File: config.mk
export PLATFORM = sky130hd
export DESIGN_NAME = secded_stream_codec_flat
export DESIGN_NICKNAME = d
export VERILOG_FILES = /design/src/rtl/secded_stream_codec_if.sv /design/src/rtl/secded_stream_codec.sv /design/src/flat_wrapper.sv
export SDC_FILE = /design/constraint.sdc
export NUM_CORES = 1
export LEC_CHECK = 0
export ABC_AREA = 1
export BUFFER_PORTS_ARGS = -buffer_cell sky130_fd_sc_hd__buf_4
export CAP_MARGIN = 20
export CORE_MARGIN = 5
export CORE_UTILIZATION = 45
export DETAILED_ROUTE_END_ITERATION = 10
export PLACE_DENSITY = 0.68
export SLEW_MARGIN = 20
export SYNTH_ARGS = -nofsm -noshare
export SYNTH_HDL_FRONTEND = slang
export SYNTH_SLANG_ARGS = --single-unit
export TNS_END_PERCENT = 30
File: constraint.sdc
create_clock -name clk -period 5.9 [get_ports clk]
set_clock_uncertainty 0.2 [all_clocks]
set_input_delay 0.885 -clock clk [delete_from_list [all_inputs] [get_ports clk]]
set_output_delay 0.885 -clock clk [all_outputs]
set_load 0.03 [all_outputs]
File: src/rtl/secded_stream_codec_if.sv
// Stream bundle for secded_stream_codec: the input word channel and the result channel.
interface secded_stream_codec_if #(
    parameter int N = 16
);
    logic         in_valid;
    logic         in_ready;
    logic         in_mode;
    logic [N-1:0] in_data;
    logic         out_valid;
    logic         out_ready;
    logic [N-1:0] out_data;
    logic [1:0]   out_status;

    modport master (
        output in_valid, in_mode, in_data, out_ready,
        input  in_ready, out_valid, out_data, out_status
    );

    modport slave (
        input  in_valid, in_mode, in_data, out_ready,
        output in_ready, out_valid, out_data, out_status
    );
endinterface

File: src/rtl/secded_stream_codec.sv
// Two-stage pipelined SECDED (extended Hamming) encoder/decoder on a valid/ready stream.
// Define SECDED_ERRCNT_EN to build the saturating single/double error counters.
module secded_stream_codec #(
    parameter int R     = 4,
    parameter int CNT_W = 16
) (
    input  logic                 clk,
    input  logic                 reset,
    secded_stream_codec_if.slave bus,
    input  logic                 cnt_clr,
    output logic [CNT_W-1:0]     cnt_single,
    output logic [CNT_W-1:0]     cnt_double
);
    localparam int N = 2 ** R;
    localparam int K = N - R - 1;

    function automatic logic is_pow2(input int j);
        return (j & (j - 1)) == 0;
    endfunction

    function automatic logic [N-1:0] encode(input logic [K-1:0] d);
        logic [N-1:0] cw;
        int           di;
        cw = '0;
        di = 0;
        for (int j = 1; j < N; j++) begin
            if (!is_pow2(j)) begin
                cw[j] = d[di];
                di++;
            end
        end
        for (int r = 0; r < R; r++) begin
            for (int j = 1; j < N; j++) begin
                if (j[r] && !is_pow2(j)) cw[1 << r] = cw[1 << r] ^ cw[j];
            end
        end
        cw[0] = ^cw[N-1:1];
        return cw;
    endfunction

    function automatic logic [K-1:0] extract(input logic [N-1:0] cw);
        logic [K-1:0] d;
        int           di;
        d  = '0;
        di = 0;
        for (int j = 1; j < N; j++) begin
            if (!is_pow2(j)) begin
                d[di] = cw[j];
                di++;
            end
        end
        return d;
    endfunction

    logic         s1_valid_q, s1_valid_d;
    logic         s1_mode_q, s1_mode_d;
    logic [N-1:0] s1_data_q, s1_data_d;
    logic         out_valid_q, out_valid_d;
    logic [N-1:0] out_data_q, out_data_d;
    logic [1:0]   out_status_q, out_status_d;

    logic         s2_advance;
    logic [R-1:0] syndrome;
    logic         parity;
    logic [N-1:0] corrected;
    logic [N-1:0] result_data;
    logic [1:0]   result_status;

    // Syndrome is the XOR of set-bit indices; odd overall parity means one flipped bit.
    always_comb begin
        syndrome = '0;
        for (int j = 1; j < N; j++) begin
            if (s1_data_q[j]) syndrome = syndrome ^ j[R-1:0];
        end
        parity    = ^s1_data_q;
        corrected = s1_data_q;
        if (parity) corrected[syndrome] = ~s1_data_q[syndrome];
        result_data   = '0;
        result_status = 2'b00;
        if (s1_mode_q) begin
            result_data[K-1:0] = extract(corrected);
            if (parity)                 result_status = 2'b01;
            else if (syndrome != '0)    result_status = 2'b10;
        end else begin
            result_data = encode(s1_data_q[K-1:0]);
        end
    end

    assign s2_advance   = !out_valid_q || bus.out_ready;
    assign bus.in_ready = !s1_valid_q || s2_advance;

    always_comb begin
        s1_valid_d   = s1_valid_q;
        s1_mode_d    = s1_mode_q;
        s1_data_d    = s1_data_q;
        out_valid_d  = out_valid_q;
        out_data_d   = out_data_q;
        out_status_d = out_status_q;
        if (bus.in_ready) begin
            s1_valid_d = bus.in_valid;
            if (bus.in_valid) begin
                s1_mode_d = bus.in_mode;
                s1_data_d = bus.in_data;
            end
        end
        if (s2_advance) begin
            out_valid_d = s1_valid_q;
            if (s1_valid_q) begin
                out_data_d   = result_data;
                out_status_d = result_status;
            end
        end
    end

    always_ff @(posedge clk or posedge reset) begin
        if (reset) begin
            s1_valid_q   <= 1'b0;
            s1_mode_q    <= 1'b0;
            s1_data_q    <= '0;
            out_valid_q  <= 1'b0;
            out_data_q   <= '0;
            out_status_q <= 2'b00;
        end else begin
            s1_valid_q   <= s1_valid_d;
            s1_mode_q    <= s1_mode_d;
            s1_data_q    <= s1_data_d;
            out_valid_q  <= out_valid_d;
            out_data_q   <= out_data_d;
            out_status_q <= out_status_d;
        end
    end

    assign bus.out_valid  = out_valid_q;
    assign bus.out_data   = out_data_q;
    assign bus.out_status = out_status_q;

`ifdef SECDED_ERRCNT_EN
    localparam logic [CNT_W-1:0] CNT_ONE = CNT_W'(1);

    logic [CNT_W-1:0] cnt_single_q, cnt_single_d;
    logic [CNT_W-1:0] cnt_double_q, cnt_double_d;
    logic             out_fire;

    // Clear takes priority over a coincident increment.
    always_comb begin
        out_fire     = out_valid_q && bus.out_ready;
        cnt_single_d = cnt_single_q;
        cnt_double_d = cnt_double_q;
        if (cnt_clr) begin
            cnt_single_d = '0;
            cnt_double_d = '0;
        end else if (out_fire) begin
            if (out_status_q == 2'b01 && cnt_single_q != '1) cnt_single_d = cnt_single_q + CNT_ONE;
            if (out_status_q == 2'b10 && cnt_double_q != '1) cnt_double_d = cnt_double_q + CNT_ONE;
        end
    end

    always_ff @(posedge clk or posedge reset) begin
        if (reset) begin
            cnt_single_q <= '0;
            cnt_double_q <= '0;
        end else begin
            cnt_single_q <= cnt_single_d;
            cnt_double_q <= cnt_double_d;
        end
    end

    assign cnt_single = cnt_single_q;
    assign cnt_double = cnt_double_q;
`else
    logic unused_cnt_clr;
    assign unused_cnt_clr = cnt_clr;
    assign cnt_single     = '0;
    assign cnt_double     = '0;
`endif
endmodule

File: src/flat_wrapper.sv
// flat-port wrapper written by rule: the top's interface ports become plain ports
module secded_stream_codec_flat 
#(
    parameter int R     = 4,
    parameter int CNT_W = 16
)
  (clk, reset, cnt_clr, cnt_single, cnt_double, bus_in_valid, bus_in_mode, bus_in_data, bus_out_ready, bus_in_ready, bus_out_valid, bus_out_data, bus_out_status);
  secded_stream_codec_if #(.N(16)) bus_i ();
  input  logic clk;
  input  logic reset;
  input  logic cnt_clr;
  output logic [CNT_W-1:0] cnt_single;
  output logic [CNT_W-1:0] cnt_double;
  input wire logic [$bits(bus_i.in_valid)-1:0] bus_in_valid;
  input wire logic [$bits(bus_i.in_mode)-1:0] bus_in_mode;
  input wire logic [$bits(bus_i.in_data)-1:0] bus_in_data;
  input wire logic [$bits(bus_i.out_ready)-1:0] bus_out_ready;
  output wire logic [$bits(bus_i.in_ready)-1:0] bus_in_ready;
  output wire logic [$bits(bus_i.out_valid)-1:0] bus_out_valid;
  output wire logic [$bits(bus_i.out_data)-1:0] bus_out_data;
  output wire logic [$bits(bus_i.out_status)-1:0] bus_out_status;
  assign bus_i.in_valid = bus_in_valid;
  assign bus_i.in_mode = bus_in_mode;
  assign bus_i.in_data = bus_in_data;
  assign bus_i.out_ready = bus_out_ready;
  assign bus_in_ready = bus_i.in_ready;
  assign bus_out_valid = bus_i.out_valid;
  assign bus_out_data = bus_i.out_data;
  assign bus_out_status = bus_i.out_status;
  secded_stream_codec #(.R(R), .CNT_W(CNT_W)) u_core (.clk(clk), .reset(reset), .bus(bus_i), .cnt_clr(cnt_clr), .cnt_single(cnt_single), .cnt_double(cnt_double));
endmodule
==> reports/results.txt, run 1 <==
The flow ran to the end, and the final reports show no timing, DRC or antenna violations. The port buffer count was 40. Entering global routing, the biggest net connects 38 pins.

The run gives 5 as the iteration count of the initial detailed-routing pass. TritonCTS built the clock tree. Layout net count: 442. The count of nets left with antenna violations once routing finished came out at 0. Clock-pin slew on the worst setup and hold paths: 0.07 ns.

CTS placed an instance of sky130_fd_sc_hd__clkbuf_8 at the clock tree root. For this run, the top clock speed supported by timing is 0.3220 GHz. The cell repeated most along the worst path is sky130_fd_sc_hd__nand2_1. For the total length of routed wires, the log shows 6484 um. The area growth from synthesis to final layout came out at 8.826%.

The tools report the total inserted antenna cells as 0. Yosys printed 0 warnings. The met1 track demand over resource is 21.07%. The logs give 0 for the max-slew violation count and 2 for the maximum clock insertion buffer count. The share of the yosys chip area belonging to registers was 32.17%; the average vias per placed instance was 4.827. The number of global-route vias before repair was 2354.

The first-iteration detailed-routing DRC count was 116; the number of vias in the routed layout was 2404. After legalization and detailed placement, the total HPWL measured 4979 um. At the end of the flow the core is filled with cells to 49.89%.

The run gives 0 as the final hold violation count. Headroom to the max-slew limit came out at 54.06%. The number of cells on the worst reg-to-reg path is 19.

After routing the design area is 3132 um^2. Filler-free cell count of the finished design: 498. The run gives 0 as the number of design rule violations left after detail routing.

The logs give 0.7364 mW for the cell internal power dissipation and 0 for the count of final setup violators. The routing layer with the top usage in global route is met2. The standard cell core area is 6277 um^2, and the post-route fraction of the period consumed by the critical path is 52.64%. The number of antenna violations at the first check in global routing is 0, and the average size of a mapped cell is 7.436 um^2. The switching power total is 0.8023 mW.

The die is 89.97 um wide. The critical path goes through inv_1 > nand2_1 > nand2_1 > nand2_1 > nand2_1 > nand2_1 > nand2_1 > nand2_2 > nand2_1 > nand2_1 > nand2_1 > nand2_1 > nand2_1 > nand2_1 > nand2_1 > nor2_2 > o21ai_0 > nand2_1 > nand2_1. Once placement completed, the tool counted placed cells totaling 490. The number of buffers created by CTS was 5; the average wire per standard cell was 13.02 um. Setup repair after global routing left no endpoint under its margin. The run gives 1.644 nW as the static leakage power. The smallest clock period supported by the final layout is computed as 3.106 ns. The worst path arrival time was 3.09 ns; the clock net sink count was 37.

Of the total power, registers draw 25.1%. The element type at the critical path start is a flop. After technology mapping, the gate count stands at 387.

IR analysis of the VDD net gives a maximum drop of 232.9 uV. Summed over all failing endpoints, the final setup total negative slack is 0 ns. Total of hold buffers inserted after clock tree synthesis: 0. Summed over all layers, the global routing overflow is 0.

After floorplanning, the core was divided into 29 placement rows. The number of stages on the worst hold path was 2. At the later pin of the worst-skew pair, clock insertion delay measures 0.29 ns. The worst hold path belongs to the class reg2reg.

The required time of the worst setup path was 5.89 ns. For the count of pins on the block boundary, the log shows 74. The post-route netlist has 20.90% of its cells at a drive strength greater than 1.

For the overall die area, the log shows 8095 um^2. Critical path capture point type: a flop. Net switching is 52.14% of the power.

For this configuration, the core starts out at a cell density of 45.84%. Summing all placed instances gives a cell area of 3049 um^2. On the worst path, the slowest cell contributes a delay of 0.61 ns. The pin slew with the least headroom to its limit was 0.6883 ns. Counting distinct cell types in the post-synthesis netlist gives 32.

The maximum net fanout on the critical path was 11; the combinational cell fraction of total power was 63.8%. In the global route stage, met2 resource usage came out at 27.32%. The critical path's slowest cell was sky130_fd_sc_hd__dfrtp_1. For this design the ratio of total power to cell area is 491.3 nW/um^2. In this run the vertical extent of the chip is 89.97 um.

The synthesized netlist occupies a cell area of 2878 um^2. Global routing used 16.62% of the available tracks across all layers. The clock tree synthesis step divided the H-tree into 2 levels. The first global-routing pass estimated 11080 um of wire. The tightest hold path in the finished design has a slack of 0.2843 ns. Global routing consumed, on the met3 layer, 3.255% of the routing resources. Routability-driven placement finished with a final weighted congestion of 0.9196.

The worst setup path is of the reg2reg kind. The share of power burned in the clock network was 11.1%; the count of state elements after synthesis was 37. The logs give 0 for the number of post-CTS setup repair buffers and 0 for the max-capacitance violation count.

For the post-cts sizing count, the log shows 0.
final timing paths:
| path | endpoint | slack [ns] | from |
|---|---|---|---|
| max | u_core.bus.out_data[1]$_DFFE_PP0P_ | 2.79 | u_core.s1_data_q[3]$_DFFE_PP0P_ |
| min | u_core.bus.out_data[15]$_DFFE_PP0P_ | 0.28 | u_core.bus.out_data[15]$_DFFE_PP0P_ |
| max reg2reg | u_core.bus.out_data[1]$_DFFE_PP0P_ | 2.79 | u_core.s1_data_q[3]$_DFFE_PP0P_ |
| min reg2reg | u_core.bus.out_data[15]$_DFFE_PP0P_ | 0.28 | u_core.bus.out_data[15]$_DFFE_PP0P_ |
| max in group asynchronous | u_core.s1_data_q[12]$_DFFE_PP0P_ | 4.66 | reset |
| min in group asynchronous | u_core.s1_data_q[8]$_DFFE_PP0P_ | 0.50 | reset |
power groups by stage:
stage | Sequential, mW | Clock, mW | Combinational [mW]
global placement | 0.389 | 0 | 0.967
finish | 0.386 | 0.171 | 0.981
detailed placement | 0.392 | 0 | 0.984
CTS | 0.387 | 0.177 | 0.986
global route | 0.396 | 0.188 | 1.09
floorplan | 0.467 | 0 | 0.726
sequential cells by signal, summed over array words and instances (netlist names):
signal and cells:
u_core.bus.out_status 2, u_core.s1_valid_q 1, u_core.bus.out_valid 1, u_core.s1_mode_q 1
u_core.bus.out_data 16, u_core.s1_data_q 16
cells in the final DEF, fill, tap and decap left out, drive strengths merged:
master / n
xnor2: 18
o41ai: 1
xor2: 17
nor3: 1
nand3: 20
nand4: 2
dfrtp: 37
nor2: 52
nand3b: 1
clkbuf: 6
or2: 1
nand2: 104
o21ai: 3
buf: 43
o31ai: 5
mux2: 2
inv: 34
a21oi: 40
conb: 32
clkinv: 2
Yosys cell counts (all sizes together):
library cell | number | area (um^2)
a21oi | 40 | 237.7
buf | 38 | 285.3
clkbuf | 10 | 78.82
conb | 1 | 3.750
dfrtp | 37 | 925.9
inv | 34 | 127.6
mux2 | 2 | 22.52
nand2 | 104 | 412.9
nand3 | 20 | 105.1
nand3b | 1 | 7.510
nand4 | 2 | 12.51
nor2 | 52 | 215.2
nor3 | 1 | 5.000
o21ai | 3 | 15.01
o31ai | 5 | 37.54
o41ai | 1 | 8.760
or2 | 1 | 6.260
xnor2 | 18 | 206.5
xor2 | 17 | 163.9
logic make-up after synthesis:
kind of cell	count (synthesis)	synth area share, %
buffers and inverters	82	17.09
other	1	0.1303
muxes	2	0.7826
AOI/OAI and AO/OA	49	10.39
DFF	37	32.17
xor gates and xnor gates	35	12.87
and+or+nand+nor	181	26.57
final cells by class:
cell class | instances | area, um^2
repair buffers | 43 | 322.8
clock inverters | 2 | 10.01
flip-flops and latches | 37 | 925.9
inverters | 34 | 127.6
multi-input cells | 299 | 1577
well taps | 77 | 96.34
clock buffers | 6 | 72.57
fillers | 676 | 3146
per-stage QoR:
| step | setup slack, ns | total power [mW] |
|---|---|---|
| global route | 2.422 | 1.670 |
| finish | 2.794 | 1.539 |
| detailed placement | 2.839 | 1.376 |
| global placement | 2.898 | 1.356 |
| CTS | 2.813 | 1.550 |
| floorplan | 3.608 | 1.193 |
routing by layer:
| metal | wire (um) | vias up | part of all wire [%] |
|---|---|---|---|
| li1 | - | 1204 | - |
| met1 | 2728 | 1113 | 42 |
| met2 | 3119 | 71 | 48 |
| met3 | 429 | 16 | 6.6 |
| met4 | 206 | 0 | 3.2 |
| met5 | 0 | - | 0 |
critical path, delay by kind of cell (launching register included):
kind            cells  cell delay [ns]
compound gates      1             0.16
simple gates       17             1.78
buf+inv             1             0.23
flops               1             0.61
No activity file was read; power rests on OpenSTA's default activity.
==> run 2, diff against run 1 <==
==> constraint.sdc (replaced) <==
create_clock -name clk -period 3.25 [get_ports clk]
set_clock_uncertainty 0.2 [all_clocks]
set_input_delay 0.4875 -clock clk [delete_from_list [all_inputs] [get_ports clk]]
set_output_delay 0.4875 -clock clk [all_outputs]
set_load 0.03 [all_outputs]
==> reports/results.txt, run 2 (synthesis gave the netlist of run 1 again) <==
The run finished with clean final reports. The peak supply drop is 566.3 uV (+140%), and the overall die height is 89.97 um (unchanged). The dominant delay contributor by cell family on the critical path was simple AND/OR/NAND/NOR gates.

The type of the worst setup path is reg2reg. The tools report the count of pins on the block boundary as 74 (unchanged). Post-layout total power: 2.838 mW (+84%). The headroom to the max-slew limit is 47.51% (-6.6 points), and the sum of overflow across all layers after global routing is 0 (unchanged). The power density normalized to cell area works out to 897.5 nW/um^2 (+83%). The tools report the number of global-route vias before repair as 2250 (-4.4%).

The number of buffers created by CTS is 5 (unchanged). The tools report the clock net sink count as 37 (unchanged). The tools report the worst setup margin as 0.4082 ns (-2.386 ns). The port buffer count was 40 (unchanged). Aggregate global-route resource usage: 16.23% (-0.39 points).

Setup repair after global routing left no endpoint under its margin. The tools report the cell at the root of the clock tree as sky130_fd_sc_hd__clkbuf_8. The clock period minus worst slack was 2.842 ns (-0.2639 ns); the number of design rule violations left after detail routing was 0 (unchanged). The tools report the number of antenna violations at the first check in global routing as 0 (unchanged). The top cell types in the final layout, fill and taps aside, are sky130_fd_sc_hd__nand2_1, sky130_fd_sc_hd__nor2_1, sky130_fd_sc_hd__buf_4.

The tools report the largest net degree at the start of global routing as 23 (-39%). Number of antenna-violating nets in the routed design: 0 (unchanged). The overall die area is 8095 um^2 (unchanged), and the core occupancy in the finished layout is 50.37% (+0.48 points).

The worst setup slack after placement was 0.4295 ns (-2.409 ns); the iteration count of the initial detailed-routing pass was 4 (-1). The starting density of the core was 45.84% (unchanged). The area growth from synthesis to layout is 9.869%. The tools report the worst path arrival time as 2.82 ns (-0.27 ns). The number of post-CTS setup repair buffers is 0 (unchanged), and the layout net count is 445 (+0.68%).

The tools report the combinational cell fraction of total power as 63.8% (about the same). The standard cell core area is 6277 um^2 (unchanged). The total buffers and inverters traversed by the critical path is 2 (+1), and the required time of the worst setup path is 3.23 ns (-2.66 ns). The post-route fraction of the period consumed by the critical path was 87.44% (+35 points). The run gives 0 (unchanged) as the total of hold buffers inserted after clock tree synthesis.

The count of final setup violators came out at 0 (unchanged). The max-slew violation count was 0 (unchanged); the cell internal power dissipation was 1.370 mW (+86%). The wire length of the first global-routing pass was 10900 um (-1.7%).

The run gives 6358 um (-1.9%) as the total length of routed wires. The final hold violation count was 0 (unchanged); the post-cts sizing count was 0 (unchanged). The average vias per placed instance came out at 4.756 (-1.5%). The die width works out to 89.97 um (unchanged). The share of power burned in the clock network was 11.6% (+0.5 points).

TritonCTS built the clock tree. For the count of standard-cell rows, the log shows 29 (unchanged). The logs give 1.467 mW (+83%) for the switching power total and 2 (unchanged) for the number of H-tree levels. The library cell used most frequently in the layout, excluding fill and tap cells, is sky130_fd_sc_hd__nand2_1. The fill cell instance count of the final layout is 651 (-3.7%), and the placer congestion estimate is 0.9335 (+1.5%). STA classifies the critical path endpoint as a flop. The total inserted antenna cells came out at 0 (unchanged). The layout cell share with drive strength beyond 1 was 21.70% (+0.80 points); the static leakage power was 1.658 nW (+0.84%).

The clock-pin slew on the worst setup and hold paths came out at 0.08 ns (about the same). The cell repeated most along the worst path is sky130_fd_sc_hd__nand2_1. The first-iteration detailed-routing DRC count is 133 (+15%).

The pin slew with the least headroom to its limit is 0.7865 ns (+0.09817 ns), and the part of the total power dissipated in sequential elements is 24.7% (-0.4 points). The tools report the number of vias in the routed layout as 2383 (-0.87%). For the final setup TNS, the log shows 0 ns (unchanged). The maximum single-stage delay on the critical path was 0.54 ns (-0.07 ns); the clock insertion delay at the later pin of the skew report was 0.29 ns (about the same). The tightest min-delay check is of the in2async type. The critical path goes through xnor2_4 > nand2_1 > nand2_1 > nand2_1 > nand2_1 > inv_1 > nand3_1 > nand3_1 > nand2_1 > nand2_1 > nor2_2 > buf_4 > nand2_2 > nand2_1 > a21oi_2.

The slowest stage of the critical path is the sky130_fd_sc_hd__dfrtp_1 cell. The half-perimeter wire length of the detailed placement result is 5082 um (+2.1%), and the max-capacitance violation count is 0 (unchanged). The maximum net fanout on the critical path came out at 8 (-3). Fmax: 0.3519 GHz (+9.3%).

The element type at the critical path start is a flop. The switching share of power was 51.71% (-0.43 points). Average wire per standard cell: 12.69 um (-2.5%). The tools report the maximum clock insertion buffer count as 2 (unchanged).
run 2: worst reg2reg max path, stage by stage (launching register included):
cell,delay (ns)
sky130_fd_sc_hd__dfrtp_1,0.54
sky130_fd_sc_hd__xnor2_4,0.35
sky130_fd_sc_hd__nand2_1,0.12
sky130_fd_sc_hd__nand2_1,0.08
sky130_fd_sc_hd__nand2_1,0.05
sky130_fd_sc_hd__nand2_1,0.23
sky130_fd_sc_hd__inv_1,0.18
sky130_fd_sc_hd__nand3_1,0.12
sky130_fd_sc_hd__nand3_1,0.08
sky130_fd_sc_hd__nand2_1,0.06
sky130_fd_sc_hd__nand2_1,0.06
sky130_fd_sc_hd__nor2_2,0.26
sky130_fd_sc_hd__buf_4,0.23
sky130_fd_sc_hd__nand2_2,0.05
sky130_fd_sc_hd__nand2_1,0.07
sky130_fd_sc_hd__a21oi_2,0.05
run 2: worst paths after layout:
check	startpoint	to	slack, ns	depth (start not counted)
setup / recovery	u_core.s1_data_q[3]$_DFFE_PP0P_	u_core.bus.out_data[9]$_DFFE_PP0P_	0.41	15
hold / removal	reset	u_core.s1_data_q[9]$_DFFE_PP0P_	0.14	2
setup reg to reg	u_core.s1_data_q[3]$_DFFE_PP0P_	u_core.bus.out_data[9]$_DFFE_PP0P_	0.41	15
hold reg to reg	u_core.bus.out_data[14]$_DFFE_PP0P_	u_core.bus.out_data[14]$_DFFE_PP0P_	0.29	2
max in group asynchronous	reset	u_core.bus.out_data[6]$_DFFE_PP0P_	1.99	3
min in group clk	bus_in_data[2]	u_core.s1_data_q[2]$_DFFE_PP0P_	0.23	2
run 2: layer usage:
| layer | vias up | share of wire [%] | track usage [%] |
|---|---|---|---|
| met2 | 66 | 49 | 28.05 |
| met1 | 1093 | 44 | 20.74 |
| met4 | 0 | 1.6 | 4.218 |
| met3 | 11 | 5.1 | 3.088 |
| li1 | 1213 | - | - |
| met5 | - | 0 | 0 |
run 2: area by class of cell:
class | instances | area (um^2) | area share (%)
multi-input cells | 299 | 1577 | 49.86
flip-flops and latches | 37 | 925.9 | 29.28
repair buffers | 46 | 345.3 | 10.92
inverters | 34 | 127.6 | 4.036
well taps | 77 | 96.34 | 3.047
clock buffers | 5 | 68.82 | 2.176
clock inverters | 3 | 21.27 | 0.6727
run 2: stage by stage:
stage	cells	area (um^2)	hold WS [ns]
6_report	501	3162	0.1423
5_1_grt	501	3162	0.2210
4_1_cts	501	3162	0.1731
3_5_place_dp	493	3072	0.2703
3_3_place_gp	493	3072	0.2705
2_1_floorplan	418	2994	0.3428
run 2: power by group through the flow:
| stage | Clock (mW) | Combinational [mW] | Sequential (mW) |
|---|---|---|---|
| 2_1_floorplan | 0 | 1.32 | 0.848 |
| 3_3_place_gp | 0 | 1.79 | 0.707 |
| 3_5_place_dp | 0 | 1.81 | 0.711 |
| 4_1_cts | 0.341 | 1.82 | 0.702 |
| 5_1_grt | 0.363 | 2.00 | 0.718 |
| 6_report | 0.328 | 1.81 | 0.701 |
==> run 3, diff against run 2 <==
--- a/config.mk
+++ b/config.mk
@@ -5,13 +5,13 @@
 export SDC_FILE = /design/constraint.sdc
 export NUM_CORES = 1
 export LEC_CHECK = 0
-export ABC_AREA = 1
+export ABC_AREA = 0
 export BUFFER_PORTS_ARGS = -buffer_cell sky130_fd_sc_hd__buf_4
 export CAP_MARGIN = 20
 export CORE_MARGIN = 5
 export CORE_UTILIZATION = 45
 export DETAILED_ROUTE_END_ITERATION = 10
-export PLACE_DENSITY = 0.68
+export PLACE_DENSITY = 0.67
 export SLEW_MARGIN = 20
 export SYNTH_ARGS = -nofsm -noshare
 export SYNTH_HDL_FRONTEND = slang
==> reports/results.txt, run 3 <==
The count of state elements after synthesis was 37 (unchanged). The number of antenna violations at the first check in global routing is 0 (unchanged). The clock period minus worst slack was 2.923 ns (+0.08137 ns). The post-route fraction of the period consumed by the critical path is 89.94% (+2.5 points), and the placer congestion estimate is 0.9227 (-1.2%). The total of hold buffers inserted after clock tree synthesis is 0 (unchanged). The count of final setup violators is 0 (unchanged). By count the netlist is led by sky130_fd_sc_hd__dfrtp_1, sky130_fd_sc_hd__buf_4, sky130_fd_sc_hd__xnor2_1. The first-iteration detailed-routing DRC count was 159 (+20%). The post-synthesis instance total was 281 (-27%). The most used flip-flop cell after synthesis is sky130_fd_sc_hd__dfrtp_1. The layout cell share with drive strength beyond 1 is 28.88% (+7.2 points), and the starting density of the core is 46.36% (+0.51 points).

The average vias per placed instance is 5.496 (+16%), and the clock insertion delay at the later pin of the skew report is 0.30 ns (about the same). Number of global-route vias before repair: 2121 (-5.7%). The fraction of synthesis flops using an asynchronous set or reset pin came out at 100.0% (unchanged).

The number of cell instances on the worst register-to-register path came out at 6 (-9). The tools report the number of H-tree levels as 2 (unchanged). Iteration count of the initial detailed-routing pass: 4 (unchanged). Worst path arrival time: 2.94 ns (+0.12 ns). The tools report the layout net count as 343 (-23%). The worst register-to-register path ends at u_core.bus.out_data[5]$_DFFE_PP0P_. The power density normalized to cell area is 928.4 nW/um^2 (+3.4%). The worst setup path is launched from a flop. The sum of overflow across all layers after global routing was 0 (unchanged). Worst-case register-to-register setup slack: 0.33 ns (-0.08 ns). Setup repair after global routing left no endpoint under its margin. For the count of standard-cell rows, the log shows 29 (unchanged). Cell at the root of the clock tree: sky130_fd_sc_hd__clkbuf_8.

The run gives 2960 um^2 (+2.9%) as the total standard cell area after synthesis. The number of design rule violations left after detail routing came out at 0 (unchanged). The run gives 0 (unchanged) as the total inserted antenna cells. The run finished with clean final reports. The average size of a mapped cell came out at 10.54 um^2 (+42%). The required time of the worst setup path is 3.27 ns (+0.04 ns). The post-cts sizing count is 0 (unchanged), and the number of post-CTS setup repair buffers is 0 (unchanged).

Overall die area: 8301 um^2 (+2.6%). The tools report the max-capacitance violation count as 0 (unchanged). The critical path capture point type was a flop.

The post-route standard cell area excluding fillers came out at 3346 um^2 (+5.8%). The count of pins on the block boundary came out at 74 (unchanged). The number of synthesized flops with an enable pin is 0 (unchanged), and the fmax is 0.3421 GHz (-2.8%).

The tools report the yosys synthesis warning count as 0 (unchanged). The aggregate global-route resource usage is 16.70% (+0.47 points), and the number of different library cells in the post-synthesis netlist is 44 (+38%). The logs give 1.494 nW (-9.9%) for the static leakage power and 38 (+65%) for the largest net degree at the start of global routing. The library cells used most frequently in the layout, excluding fill and tap cells, are sky130_fd_sc_hd__buf_4, sky130_fd_sc_hd__dfrtp_1, sky130_fd_sc_hd__conb_1.

For the headroom to the max-slew limit, the log shows 47.25% (-0.26 points). The run gives 0 ns (unchanged) as the final setup TNS. The library cell used most frequently in the layout, excluding fill and tap cells, is sky130_fd_sc_hd__buf_4. The tools report the number of antenna-violating nets in the routed design as 0 (unchanged). The pin slew with the least headroom to its limit was 0.7883 ns (+0.001783 ns).

The half-perimeter wire length of the detailed placement result is 5395 um (+6.1%), and the number of buffers created by CTS is 5 (unchanged). Clock-pin slew on the worst setup and hold paths: 0.08 ns (about the same). TritonCTS built the clock tree. The number of vias in the routed layout was 2193 (-8.0%); the clock net sink count was 37 (unchanged). Maximum net fanout on the critical path: 7 (-1).

The port buffer count is 40 (unchanged). Die width: 91.11 um (+1.3%). The critical path in this run is classified as reg2reg. The area growth from synthesis to final layout is 13.02%, and the peak supply drop is 494.5 uV (-13%). The tools report the max-slew violation count as 0 (unchanged). Ranked by total cell area, the synthesized netlist is headed by sky130_fd_sc_hd__dfrtp_1, sky130_fd_sc_hd__buf_4, sky130_fd_sc_hd__mux2_2. The tools report the wire length of the first global-routing pass as 11110 um (+2.0%). The source of the worst register-to-register timing path is u_core.s1_data_q[10]$_DFFE_PP0P_. The run gives 2 (unchanged) as the maximum clock insertion buffer count. The top-area cell type share of the netlist area is 31.28% (-0.90 points), and the cell area after placement is 3226 um^2 (+5.0%).

The overall die height works out to 91.11 um (+1.3%). The worst hold path belongs to the class in2async. The logs give 31.28% (-0.90 points) for the share of the yosys chip area belonging to registers and 0 (unchanged) for the final hold violation count.

For the fill cell instance count of the final layout, the log shows 603 (-7.4%). The average wire per standard cell works out to 17.15 um (+35%). Of all cell types, the one taking the most synthesized area is sky130_fd_sc_hd__dfrtp_1. The run gives 6386 um^2 (+1.7%) as the standard cell core area.

sky130_fd_sc_hd__dfrtp_1 is the most common cell in the netlist. The total length of routed wires is 6842 um (+7.6%).
run 3: cell count changes after synthesis, moves of 13 or more:
cell / before / now
sky130_fd_sc_hd__mux2_2: 2 / 17
sky130_fd_sc_hd__a21oi_1: 30 / 2
sky130_fd_sc_hd__xor2_1: 15 / 2
sky130_fd_sc_hd__o22ai_1: 0 / 15
sky130_fd_sc_hd__nor2_1: 46 / 16
sky130_fd_sc_hd__nand3_1: 19 / 4
sky130_fd_sc_hd__inv_1: 31 / 10
sky130_fd_sc_hd__nand2_1: 95 / 15
run 3: critical path, stage by stage, from the launching register on:
cell	delay [ns]
sky130_fd_sc_hd__dfrtp_1	0.54
sky130_fd_sc_hd__xnor3_2	0.53
sky130_fd_sc_hd__xnor2_1	0.56
sky130_fd_sc_hd__nand4_1	0.19
sky130_fd_sc_hd__a2111oi_1	0.48
sky130_fd_sc_hd__a32oi_2	0.15
sky130_fd_sc_hd__o22ai_1	0.19
run 3: metal layers:
metal  vias up  share of wire, %  global-route usage, %
met2        75                47                  26.74
li1       1047                 -                      -
met1      1062                45                  23.38
met3         9               5.8                  3.306
met5         -                 0                      0
met4         0               1.3                  3.912
run 3: per-stage QoR:
stage | util, % | power, mW | hold WS [ns] | cells | setup WS [ns]
after floorplan | - | 2.232 | 0.2711 | 312 | 0.5759
after global placement | 50.51 | 2.663 | 0.2629 | 391 | 0.3683
after detailed placement | 50.51 | 2.679 | 0.2680 | 391 | 0.3739
after CTS | 52.39 | 3.116 | 0.1178 | 399 | 0.3446
after global routing | 52.39 | 3.305 | 0.1676 | 399 | 0.09204
final | 52.39 | 3.106 | 0.09492 | 399 | 0.3269
run 3: area by class of cell:
type | count | area, um^2 | area share [%]
flip-flops and latches | 37 | 925.9 | 27.67
inverters | 10 | 37.54 | 1.122
multi-input cells | 221 | 1821 | 54.41
repair buffers | 46 | 345.3 | 10.32
clock buffers | 6 | 82.58 | 2.468
clock inverters | 2 | 37.54 | 1.122
well taps | 77 | 96.34 | 2.880
run 3: power by group:
part | leakage, nW | switching [mW] | internal [mW]
Sequential | 0.442 | 0.117 | 0.566
Clock | 0.0574 | 0.176 | 0.250
Combinational | 0.995 | 1.10 | 0.899
Total | 1.49 | 1.39 | 1.71
run 3: logic make-up (layout without fill, tap and decap cells):
kind of cell | Yosys count | after routing | synth area share [%]
buf+inv | 54 | 64 | 11.16
other cells | 1 | 32 | 0.1267
simple gates | 62 | 62 | 10.06
xor+xnor | 44 | 44 | 23.33
mux | 23 | 23 | 9.679
flops | 37 | 37 | 31.28
compound gates | 60 | 60 | 14.37
run 3: worst max path at each step:
stage,from,endpoint,cells past startpoint
after global routing,u_core.s1_data_q[10]$_DFFE_PP0P_,u_core.bus.out_data[5]$_DFFE_PP0P_,6
after detailed placement,u_core.s1_data_q[10]$_DFFE_PP0P_,u_core.bus.out_data[4]$_DFFE_PP0P_,6
after floorplan,u_core.s1_data_q[10]$_DFFE_PP0P_,u_core.bus.out_data[4]$_DFFE_PP0P_,7
after CTS,u_core.s1_data_q[10]$_DFFE_PP0P_,u_core.bus.out_data[4]$_DFFE_PP0P_,6
final,u_core.s1_data_q[10]$_DFFE_PP0P_,u_core.bus.out_data[5]$_DFFE_PP0P_,6
after global placement,u_core.s1_data_q[10]$_DFFE_PP0P_,u_core.bus.out_data[5]$_DFFE_PP0P_,6
